$ cat src/rtl/mack_bus_pkg.sv
// Shared definitions for the Mackerel 68000-style bus initiator.
// Contents:
//   state_t          - bus-cycle FSM states
//   BE_UPPER/LOWER/WORD - byte-enable encodings ([1] = UDS, [0] = LDS)
//   TIMEOUT_DEFAULT  - default number of WAIT cycles before a forced bus error
//   norm_be()        - maps the "no lanes" encoding onto a full word access
package mack_bus_pkg;

    typedef enum logic [2:0] {
        ST_IDLE    = 3'd0,
        ST_ADDR    = 3'd1,
        ST_STROBE  = 3'd2,
        ST_WAIT    = 3'd3,
        ST_END     = 3'd4,
        ST_RECOVER = 3'd5
    } state_t;

    localparam logic [1:0] BE_UPPER = 2'b10;
    localparam logic [1:0] BE_LOWER = 2'b01;
    localparam logic [1:0] BE_WORD  = 2'b11;

    localparam int TIMEOUT_DEFAULT = 64;

    // A request with no byte lanes selected is run as a full word access.
    function automatic logic [1:0] norm_be(input logic [1:0] be);
        logic [1:0] res;
        if (be == 2'b00) begin
            res = BE_WORD;
        end else begin
            res = be;
        end
        return res;
    endfunction

endpackage

$ cat src/rtl/mack_sync2.sv
// Two-flop synchronizer for asynchronous active-low bus handshake inputs.
// Ports:
//   clk  - destination clock
//   rst  - synchronous active-high reset; both stages reset to all-ones
//          (the negated level of the active-low inputs)
//   d    - asynchronous input vector
//   q    - synchronized output vector
module mack_sync2 #(
    parameter int WIDTH = 2
) (
    input  logic             clk,
    input  logic             rst,
    input  logic [WIDTH-1:0] d,
    output logic [WIDTH-1:0] q
);
    import mack_bus_pkg::*;

    logic [WIDTH-1:0] meta_r;
    logic [WIDTH-1:0] sync_r;

    // Two-stage capture of the asynchronous inputs.
    always_ff @(posedge clk) begin
        if (rst) begin
            meta_r <= '1;
            sync_r <= '1;
        end else begin
            meta_r <= d;
            sync_r <= meta_r;
        end
    end

    assign q = sync_r;

endmodule

$ cat src/rtl/mack_bus_master.sv
// Single-transfer 68000-style asynchronous bus initiator.
// Runs one bus cycle per accepted request: address setup, AS_N, data
// strobes, wait for DTACK_N/BERR_N (or time out), strobe release with a
// one-cycle ACK, then a recovery phase until the responder negates its
// handshake lines.
// Ports:
//   CLK, RST                 - clock, synchronous active-high reset
//   REQ, REQ_ADDR, REQ_WR,
//   REQ_BE, REQ_WDATA        - request from the internal agent (sampled in IDLE)
//   ACK, RSP_RDATA, RSP_BERR - completion pulse, read data, error flag
//   BUSY                     - high while a bus cycle is in progress
//   A, D_OUT, D_OE, D_IN     - address and data bus
//   AS_N, UDS_N, LDS_N, RW   - bus strobes and direction
//   DTACK_N, BERR_N          - asynchronous responder handshake inputs
// All outputs are registered.
module mack_bus_master
    import mack_bus_pkg::*;
#(
    parameter int TIMEOUT = TIMEOUT_DEFAULT
) (
    input  logic        CLK,
    input  logic        RST,
    input  logic        REQ,
    input  logic [22:0] REQ_ADDR,
    input  logic        REQ_WR,
    input  logic [1:0]  REQ_BE,
    input  logic [15:0] REQ_WDATA,
    output logic        ACK,
    output logic [15:0] RSP_RDATA,
    output logic        RSP_BERR,
    output logic        BUSY,
    output logic [22:0] A,
    output logic [15:0] D_OUT,
    output logic        D_OE,
    input  logic [15:0] D_IN,
    output logic        AS_N,
    output logic        UDS_N,
    output logic        LDS_N,
    output logic        RW,
    input  logic        DTACK_N,
    input  logic        BERR_N
);

    localparam int CW = $clog2(TIMEOUT) + 1;
    localparam logic [CW-1:0] CNT_LAST = CW'(TIMEOUT - 1);

    state_t        state_r, state_s;
    logic [CW-1:0] cnt_r, cnt_s;
    logic          wr_r, wr_s;
    logic [1:0]    be_r, be_s;

    logic          ack_s, rsp_berr_s, busy_s, d_oe_s;
    logic          as_n_s, uds_n_s, lds_n_s, rw_s;
    logic [15:0]   rsp_rdata_s, d_out_s;
    logic [22:0]   a_s;

    logic [1:0]    hs_sync_s;
    logic          dtack_n_sync_s;
    logic          berr_n_sync_s;

    mack_sync2 #(.WIDTH(2)) u_sync (
        .clk (CLK),
        .rst (RST),
        .d   ({DTACK_N, BERR_N}),
        .q   (hs_sync_s)
    );

    assign dtack_n_sync_s = hs_sync_s[1];
    assign berr_n_sync_s  = hs_sync_s[0];

    // Next-state and next-output computation; outputs are registered from these.
    always_comb begin
        state_s     = state_r;
        cnt_s       = cnt_r;
        wr_s        = wr_r;
        be_s        = be_r;
        ack_s       = 1'b0;
        rsp_berr_s  = RSP_BERR;
        rsp_rdata_s = RSP_RDATA;
        a_s         = A;
        d_out_s     = D_OUT;
        d_oe_s      = D_OE;
        as_n_s      = AS_N;
        uds_n_s     = UDS_N;
        lds_n_s     = LDS_N;
        rw_s        = RW;

        case (state_r)
            ST_IDLE: begin
                if (REQ) begin
                    state_s = ST_ADDR;
                    wr_s    = REQ_WR;
                    be_s    = norm_be(REQ_BE);
                    a_s     = REQ_ADDR;
                    rw_s    = ~REQ_WR;
                    if (REQ_WR) begin
                        d_out_s = REQ_WDATA;
                        d_oe_s  = 1'b1;
                    end else begin
                        d_out_s = 16'h0000;
                        d_oe_s  = 1'b0;
                    end
                end else begin
                    state_s = ST_IDLE;
                end
            end

            ST_ADDR: begin
                state_s = ST_STROBE;
                as_n_s  = 1'b0;
                // Reads drive the data strobes together with AS_N.
                if (!wr_r) begin
                    uds_n_s = ~be_r[1];
                    lds_n_s = ~be_r[0];
                end else begin
                    uds_n_s = 1'b1;
                    lds_n_s = 1'b1;
                end
            end

            ST_STROBE: begin
                state_s = ST_WAIT;
                cnt_s   = {CW{1'b0}};
                // Writes drive the data strobes one cycle after AS_N so the
                // data bus is settled before the responder latches it.
                if (wr_r) begin
                    uds_n_s = ~be_r[1];
                    lds_n_s = ~be_r[0];
                end else begin
                    uds_n_s = UDS_N;
                    lds_n_s = LDS_N;
                end
            end

            ST_WAIT: begin
                // BERR has priority over DTACK; read data is only taken on a
                // clean acknowledge.
                if (!berr_n_sync_s) begin
                    state_s    = ST_END;
                    ack_s      = 1'b1;
                    rsp_berr_s = 1'b1;
                end else if (!dtack_n_sync_s) begin
                    state_s    = ST_END;
                    ack_s      = 1'b1;
                    rsp_berr_s = 1'b0;
                    if (!wr_r) begin
                        rsp_rdata_s = D_IN;
                    end else begin
                        rsp_rdata_s = RSP_RDATA;
                    end
                end else if (cnt_r == CNT_LAST) begin
                    state_s    = ST_END;
                    ack_s      = 1'b1;
                    rsp_berr_s = 1'b1;
                end else begin
                    cnt_s = cnt_r + CW'(1);
                end

                if (state_s == ST_END) begin
                    as_n_s  = 1'b1;
                    uds_n_s = 1'b1;
                    lds_n_s = 1'b1;
                end else begin
                    as_n_s  = AS_N;
                end
            end

            ST_END: begin
                // D_OE was held through END for write data hold time.
                state_s    = ST_RECOVER;
                cnt_s      = {CW{1'b0}};
                d_oe_s     = 1'b0;
                rw_s       = 1'b1;
                rsp_berr_s = 1'b0;
            end

            ST_RECOVER: begin
                // Leave once the responder has released its handshake, or give
                // up after TIMEOUT cycles so a stuck line cannot hang the bus.
                if ((dtack_n_sync_s && berr_n_sync_s) || (cnt_r == CNT_LAST)) begin
                    state_s = ST_IDLE;
                    a_s     = 23'h000000;
                    d_out_s = 16'h0000;
                end else begin
                    cnt_s = cnt_r + CW'(1);
                end
            end

            default: begin
                state_s = ST_IDLE;
                cnt_s   = {CW{1'b0}};
                as_n_s  = 1'b1;
                uds_n_s = 1'b1;
                lds_n_s = 1'b1;
                rw_s    = 1'b1;
                d_oe_s  = 1'b0;
            end
        endcase

        busy_s = (state_s != ST_IDLE);
    end

    // State, bookkeeping and registered bus/response outputs.
    always_ff @(posedge CLK) begin
        if (RST) begin
            state_r   <= ST_IDLE;
            cnt_r     <= {CW{1'b0}};
            wr_r      <= 1'b0;
            be_r      <= 2'b00;
            ACK       <= 1'b0;
            RSP_BERR  <= 1'b0;
            RSP_RDATA <= 16'h0000;
            BUSY      <= 1'b0;
            A         <= 23'h000000;
            D_OUT     <= 16'h0000;
            D_OE      <= 1'b0;
            AS_N      <= 1'b1;
            UDS_N     <= 1'b1;
            LDS_N     <= 1'b1;
            RW        <= 1'b1;
        end else begin
            state_r   <= state_s;
            cnt_r     <= cnt_s;
            wr_r      <= wr_s;
            be_r      <= be_s;
            ACK       <= ack_s;
            RSP_BERR  <= rsp_berr_s;
            RSP_RDATA <= rsp_rdata_s;
            BUSY      <= busy_s;
            A         <= a_s;
            D_OUT     <= d_out_s;
            D_OE      <= d_oe_s;
            AS_N      <= as_n_s;
            UDS_N     <= uds_n_s;
            LDS_N     <= lds_n_s;
            RW        <= rw_s;
        end
    end

endmodule
$ cat config.mk
export PLATFORM = sky130hd
export DESIGN_NAME = mack_bus_master
export DESIGN_NICKNAME = d
export VERILOG_FILES = /design/src/rtl/mack_bus_pkg.sv /design/src/rtl/mack_sync2.sv /design/src/rtl/mack_bus_master.sv
export SDC_FILE = /design/constraint.sdc
export NUM_CORES = 1
export LEC_CHECK = 0
export ABC_AREA = 1
export BUFFER_PORTS_ARGS = -buffer_cell sky130_fd_sc_hd__buf_2
export CORE_UTILIZATION = 40
export DETAILED_ROUTE_END_ITERATION = 16
export GPL_TIMING_DRIVEN = 0
export PLACE_DENSITY = 0.64
export SLEW_MARGIN = 15
export SYNTH_ARGS = -nofsm -noshare
export SYNTH_HDL_FRONTEND = slang
export SYNTH_HIERARCHICAL = 1
export SYNTH_SLANG_ARGS = --single-unit
$ cat constraint.sdc
create_clock -name CLK -period 4.5 [get_ports CLK]
set_input_delay 1.125 -clock CLK [delete_from_list [all_inputs] [get_ports CLK]]
set_output_delay 1.125 -clock CLK [all_outputs]
set_load 0.01 [all_outputs]
[Word level (Yosys, flattened, before mapping)]
Index checks and enable logic that the tools add are counted.
Cells by class
  reductions and logical operators: 20
  equal/unequal tests: 16
  add/sub/neg operators: 1
  bitwise gates (word level): 10
  multiplexer cells: 40
Operators with widths (count)
  $mux W16: 3
  $mux W23: 2
  $pmux W23 S2: 1
  $pmux W16 S2: 1
  $mux W7: 4
  $pmux W7 S3: 1
  $pmux W3 S6: 1
  $mux W1: 15
  $mux W3: 5
  $ne A2 B2 Y1 const B: 6
  $not A1 Y1: 10
  $eq A3 B3 Y1 const B: 3
  $pmux W1 S4: 2
  $reduce_and A2 Y1: 4
  $reduce_or A4 Y1: 2
  $add A7 B1 Y7 const B: 1
  $eq A7 B6 Y1 const B: 1
  $eq A3 B2 Y1 const B: 2
  $pmux W1 S2: 3
  $reduce_and A3 Y1: 2
  $reduce_and A5 Y1: 1
  $ne A2 B1 Y1 const B: 2
  $ne A4 B4 Y1 const B: 1
  $reduce_and A4 Y1: 1
  11 further kinds: 13
Storage, ports and cells
  bits of input ports: 63
  logic and storage cells: 104
  output and inout port bits: 63
  register bits after elaboration: 80

[Logic depth before layout (Yosys ltp)]
Gate-level depths: netlist of the first run.
  depth after elaboration: 8
  mapped depth: 10
  gate-level depth less buffers: 10

[Hierarchy]
Netlist of the first run, hierarchy kept.
Modules (own cells, without submodules)
  mack_bus_master: times used 1, cells each 416, area an instance 3249.4 µm²
  mack_sync2: times used 1, cells each 13, area an instance 116.4 µm²

[Worst setup path after synthesis of the first run]
Ideal clock, no wire load.
  path type: input to register
  start point: input port RST
  end point: register D_OUT[10]
  setup slack: 2.550 ns
  arrival time: 1.884 ns
  stages: 5
  data required time: 4.434 ns
  buffers on the path: 2
  path through: buf_2 -> inv_1 -> buf_1 -> o21ai_1 -> a21oi_2
RTL lines
  start, declared: RTL line mack_bus_master.sv:22  | input logic RST,
  end signal, assigned: RTL line mack_bus_master.sv:231  | D_OUT <= d_out_s;
  end, declared: RTL line mack_bus_master.sv:33  | output logic [15:0] D_OUT,

==> results of run 1 <==
-- per-stage QoR --
| stage | utilization | setup WS, ps |
|---|---|---|
| 4_1_cts | 0.532 | 2420 |
| 5_1_grt | 0.532 | 2320 |
| 6_report | 0.532 | 2450 |
| 3_3_place_gp | 0.504 | 2110 |
| 3_5_place_dp | 0.504 | 2070 |
| 2_1_floorplan | - | 2550 |
-- power groups by stage --
stage	clock, mW	combinational [mW]	sequential (mW)
after detailed placement	0	0.356	0.831
after global placement	0	0.351	0.830
after floorplan	0	0.204	0.853
final	0.594	0.354	0.815
after CTS	0.613	0.358	0.815
after global routing	0.638	0.399	0.824
-- layout by cell type (no fill, tap or decap), drive strengths merged --
| cell type | synthesis | final |
|---|---|---|
| buf | 18 | 143 |
| nor4 | 1 | 1 |
| inv | 40 | 42 |
| o21ai | 38 | 38 |
| clkbuf | 4 | 13 |
| a21oi | 49 | 49 |
| a211oi | 2 | 2 |
| o211a | 1 | 1 |
| nand4 | 6 | 6 |
| dfxtp | 80 | 80 |
| nor3 | 2 | 2 |
| o21bai | 1 | 1 |
| clkinvlp | 0 | 2 |
| nand2 | 96 | 96 |
| clkinv | 0 | 1 |
| ha | 1 | 1 |
| o22ai | 1 | 1 |
| bufinv | 0 | 2 |
| nand3 | 39 | 39 |
| a31oi | 1 | 1 |
| nor2 | 48 | 48 |
| o211ai | 1 | 1 |
-- kinds of logic after synthesis --
| family | after synthesis | share of synthesized area |
|---|---|---|
| buf+inv | 62 | 0.0888 |
| simple gates | 192 | 0.270 |
| fa+ha+maj | 1 | 0.00372 |
| flops | 80 | 0.476 |
| compound gates | 94 | 0.162 |
-- per-layer routing --
layer	wire, um	share of wire	GRT usage	up-vias
met3	513	0.064	0.0518	6
li1	-	-	-	1668
met4	74	0.0093	0.0821	0
met1	3660	0.46	0.238	1429
met5	0	0	0	-
met2	3730	0.47	0.306	94
-- sequential cells by signal, indices dropped and copies added, names as in the netlist, 2 cells and up --
register,count
A,23
D_OUT,16
RSP_RDATA,16
cnt_r,7
state_r,3
be_r,2
u_sync/meta_r,2
u_sync/q,2
-- worst register-to-register path: stages (launching register included) --
cell	delay, ps
dfxtp_1	410
ha_1	210
inv_1	70
nor2_2	140
nand2_2	90
nand2_2	100
nand2_4	90
nand2_4	90
buf_6	140
o21ai_1	80
a21oi_2	130
-- worst max-delay path by stage --
stage               startpoint         to  cells past startpoint
floorplan                  RST  D_OUT[10]                      5
global placement           RST  D_OUT[11]                      6
detailed placement         RST  D_OUT[10]                      6
CTS                        RST  D_OUT[10]                      6
global route               RST   D_OUT[9]                      6
finish                     RST  D_OUT[10]                      6
-- final cells by class --
type	instances	area [sq um]	area share
flip-flops and latches	80	1600	0.368
multi-input cells	287	1470	0.337
repair buffers	125	626	0.144
inverters	40	155	0.0357
plain buffers	22	144	0.0331
well taps	105	131	0.0302
clock buffers	9	124	0.0285
clock inverters	7	101	0.0233
==> results.cfg, run 1 <==
[clock_network]
cts_tree = done
cts_max_path_buffers = 2
insertion_delay_ps = 350
ctsHoldBuffers = 0
clkTransAtPathRegs_ps = 90
postCtsSetupBuffers = 0
cts_root_buf = clkbuf_8
numCtsBuffers = 9
cts.htree.levels = 3
cts_resized = 0
cts.sinks = 80

[grt]
grt_first_pass_wirelength_um = 13300
overflow = 0
antenna_found_initial = 0
grt_max_degree = 16
grt_use_total = 0.190
first_global_vias = 3007

[worst_setup_path]
path_buf_inv = 4
reg2reg_to = D_OUT[10]
worstPathCellList = buf_2 -> buf_2 -> inv_1 -> buf_1 -> o21ai_1 -> a21oi_2
cp_common_cell = buf_2
start_kind = input pin
rr_startpoint = cnt_r[0]
cp.arrival_ps = 2330
worst_ep_required_time_ps = 4780
rrSetupSlack_ps = 2880
crit_family = buffers and inverters
crit_path_end_kind = flip-flop
crit_path_max_fanout = 10
cp_slowest_cell = buf_1
max_stage_delay_ps = 400
reg2reg_depth = 10
crit_type = input pin to flip-flop

[timing]
fin_tns_setup_ps = 0
setup-violations-final = 0
drv_slew = 0
min_period_ps = 2050
skew_ps = 14.9
hold_violations = 0
holdWs_ps = 406
rsz0062_at_grt = no
worstMarginPinSlew_ps = 473
max_slew_margin = 0.685
max_freq_ghz = 0.489
finalCritPeriodShare = 0.455

[synthesis]
yosys_warnings = 6
synth_common_cells = nand2_1, dfxtp_1, nand3_1
yosysMostFrequentCell = nand2_1
yosysSeqAreaShare = 0.476
synth_top_flop_cell = dfxtp_1
syn-cell-area_sq_um = 3370
synth_edf_count = 0
ys_seq_elements = 80
synth_top_area_share = 0.476
synth_area_leader_cell = dfxtp_1
ys_types = 31
ys_async_sr_fraction = 0
synth_area_leaders = dfxtp_1, nand2_1, nand3_1
avgSynthCellArea_sq_um = 7.85
syn-instance-count = 429
syn_nets = 493

[routing]
vias_per_cell = 4.74
drc = 0
ant_nets = 0
via_count = 3197
drtIter0Drc = 187
wl_um = 7980
wire_per_inst_um = 11.8
firstDrtPassIters = 4

[die]
floorplan.initialDensity = 0.412
row_count = 33
design.die.area_sq_um = 8790
io_pins = 126
core_area_sq_um = 8180
die_h_um = 93.7
die_w_um = 93.7

[run]
cap_violations = 0

[hold_path]
holdCritStartpoint = u_sync/meta_r[1]
min_to = u_sync/q[1]
hp-class = flip-flop to flip-flop
hold_path_depth = 2

[power]
leakage_nw = 2.16
intPower_mw = 1.24
sw_frac_of_total = 0.299
p_switching_uw = 528
powerDensity_nw_per_um2 = 406
clkPwrFrac = 0.337
power_mw = 1.76
ir_worst_vdd_mv = 0.254
power_frac_comb = 0.201
seq_power_share = 0.462

[cells_and_area]
fill_cells = 821
nets = 629
stdcell_area_sq_um = 4350
antenna_cells = 0
stdcell_count = 675
syn2layout_area_growth_pct = 29.2
layout-drive-gt1-share = 0.365

[placed_design]
place_inst = 659
gp_congestion = 0.901
place_area_sq_um = 4120
io_buffers = 125
hpwlAfterDp_um = 6010

[status]
status = finished clean
Power figures use the tool's default switching activity.
==> run 2: changes to the inputs <==
Settings changed: PLACE_DENSITY 0.64 to 0.67.
Clock period 4.5 ns to 1.7 ns, I/O delays scaled along.
==> results.cfg, run 2 (synthesized netlist as in run 1, its figures left out) <==
[routing]
firstDrtPassIters = 4
drc = 0
drtIter0Drc = 158
vias_per_cell = 4.80
via_count = 3239
ant_nets = 0
wire_per_inst_um = 11.9
wl_um = 8060

[timing]
max_freq_ghz = 0.648
worstMarginPinSlew_ps = 493
min_period_ps = 1540
finalCritPeriodShare = 0.908
skew_ps = 14.9
rsz0062_at_grt = no
fin_tns_setup_ps = 0
setup-violations-final = 0
max_slew_margin = 0.672
drv_slew = 0
hold_violations = 0

[placed_design]
hpwlAfterDp_um = 6000
io_buffers = 125
gp_congestion = 0.830
place_area_sq_um = 4120

[worst_setup_path]
path_buf_inv = 2
crit_type = flip-flop to flip-flop
cp.depth = 10
max_stage_delay_ps = 370
crit_path_end_kind = flip-flop
cp.arrival_ps = 1830
cp_slowest_cell = dfxtp_4
start_kind = flip-flop
crit_family = simple AND/OR/NAND/NOR gates
worstPathCellList = ha_2 -> inv_1 -> nor2_2 -> nand2_2 -> nand2_2 -> nand2_4 -> nand2_4 -> buf_6 -> o21ai_1 -> a21oi_2
worst_ep_required_time_ps = 1980
reg2reg_depth = 10
crit_path_max_fanout = 10

[clock_network]
clkTransAtPathRegs_ps = 80
cts_tree = done
insertion_delay_ps = 350
cts_max_path_buffers = 2
cts.htree.levels = 3
ctsHoldBuffers = 0
numCtsBuffers = 9
cts.sinks = 80
cts_root_buf = clkbuf_8

[cells_and_area]
final_core_util = 0.532
layout-drive-gt1-share = 0.370
largest_register_ff_count = 23
stdcell_area_sq_um = 4350
final_common_cell = buf_2
top_regs = A x23, D_OUT x16, RSP_RDATA x16
mostFrequentLayoutCells = buf_2, nand2_1, dfxtp_1
largest_register = A
antenna_cells = 0
nets = 629
syn2layout_area_growth_pct = 29.1

[die]
die_w_um = 93.7
io_pins = 126
design.die.area_sq_um = 8790
row_count = 33
die_h_um = 93.7
floorplan.initialDensity = 0.412
core_area_sq_um = 8180

[power]
sw_frac_of_total = 0.308
powerDensity_nw_per_um2 = 1040
leakage_nw = 2.17
clkPwrFrac = 0.314
p_switching_mw = 1.40
ir_worst_vdd_mv = 0.600
intPower_mw = 3.14
seq_power_share = 0.476
power_frac_comb = 0.209

[grt]
grt_max_degree = 16
antenna_found_initial = 0
grt_first_pass_wirelength_um = 13400
first_global_vias = 2996
grt_use_total = 0.193
overflow = 0

[hold_path]
hold_path_depth = 3
hp-class = input pin to flip-flop

[status]
status = finished clean

[run]
cap_violations = 0
==> run 2: metrics by stage <==
stage | hold slack [ps] | cells | power [mW] | setup WS [ps]
finish | 253 | 675 | 4.54 | 156
CTS | 241 | 675 | 4.59 | 71.9
floorplan | 387 | 429 | 2.80 | 302
detailed placement | 395 | 659 | 3.14 | -45.1
global route | 256 | 675 | 4.80 | 3.86
global placement | 398 | 659 | 3.12 | -36.6
==> run 2: worst paths after layout <==
check	slack, ps	to	from
max reg2reg	160	D_OUT[8]	cnt_r[0]
min	250	u_sync/meta_r[0]	BERR_N
min reg2reg	410	u_sync/q[1]	u_sync/meta_r[1]
max	160	D_OUT[8]	cnt_r[0]
==> run 2: routing by layer <==
metal  GRT usage  share of wire  routed length (um)
met5           0              0                   0
met4      0.0821          0.017                 135
met3      0.0607          0.073                 588
met2       0.325           0.48                3850
met1       0.225           0.43                3490
==> run 2: worst register-to-register path: stages, from the launching register on <==
cell and delay (ps):
dfxtp_4 370, ha_2 190, inv_1 60, nor2_2 140, nand2_2 100, nand2_2 100, nand2_4 90, nand2_4 100
buf_6 150, o21ai_1 80, a21oi_2 120
==> run 2: timing repair <==
item | in CTS | in global routing
setup endpoints to repair | 0 | 44
buffers inserted | 0 | 0
gates resized for setup | 0 | 7
endpoints found under the hold margin | 0 | 0
==> run 2: power by group through the flow <==
stage                     sequential (mW)  combinational (mW)  clock, mW
after global routing                 2.18                1.07       1.55
after global placement               2.19               0.931          0
final                                2.16               0.949       1.43
after CTS                            2.16               0.949       1.48
after floorplan                      2.26               0.541          0
after detailed placement             2.20               0.945          0
==> run 2: final cells by class <==
cell class	instances	area, sq um
buffer	22	150
clock buffer	9	124
clock inverter	7	77.6
fill	802	3830
inverter	40	155
multi-input combinational	287	1480
sequential	80	1610
tap	105	131
timing repair buffer	125	626
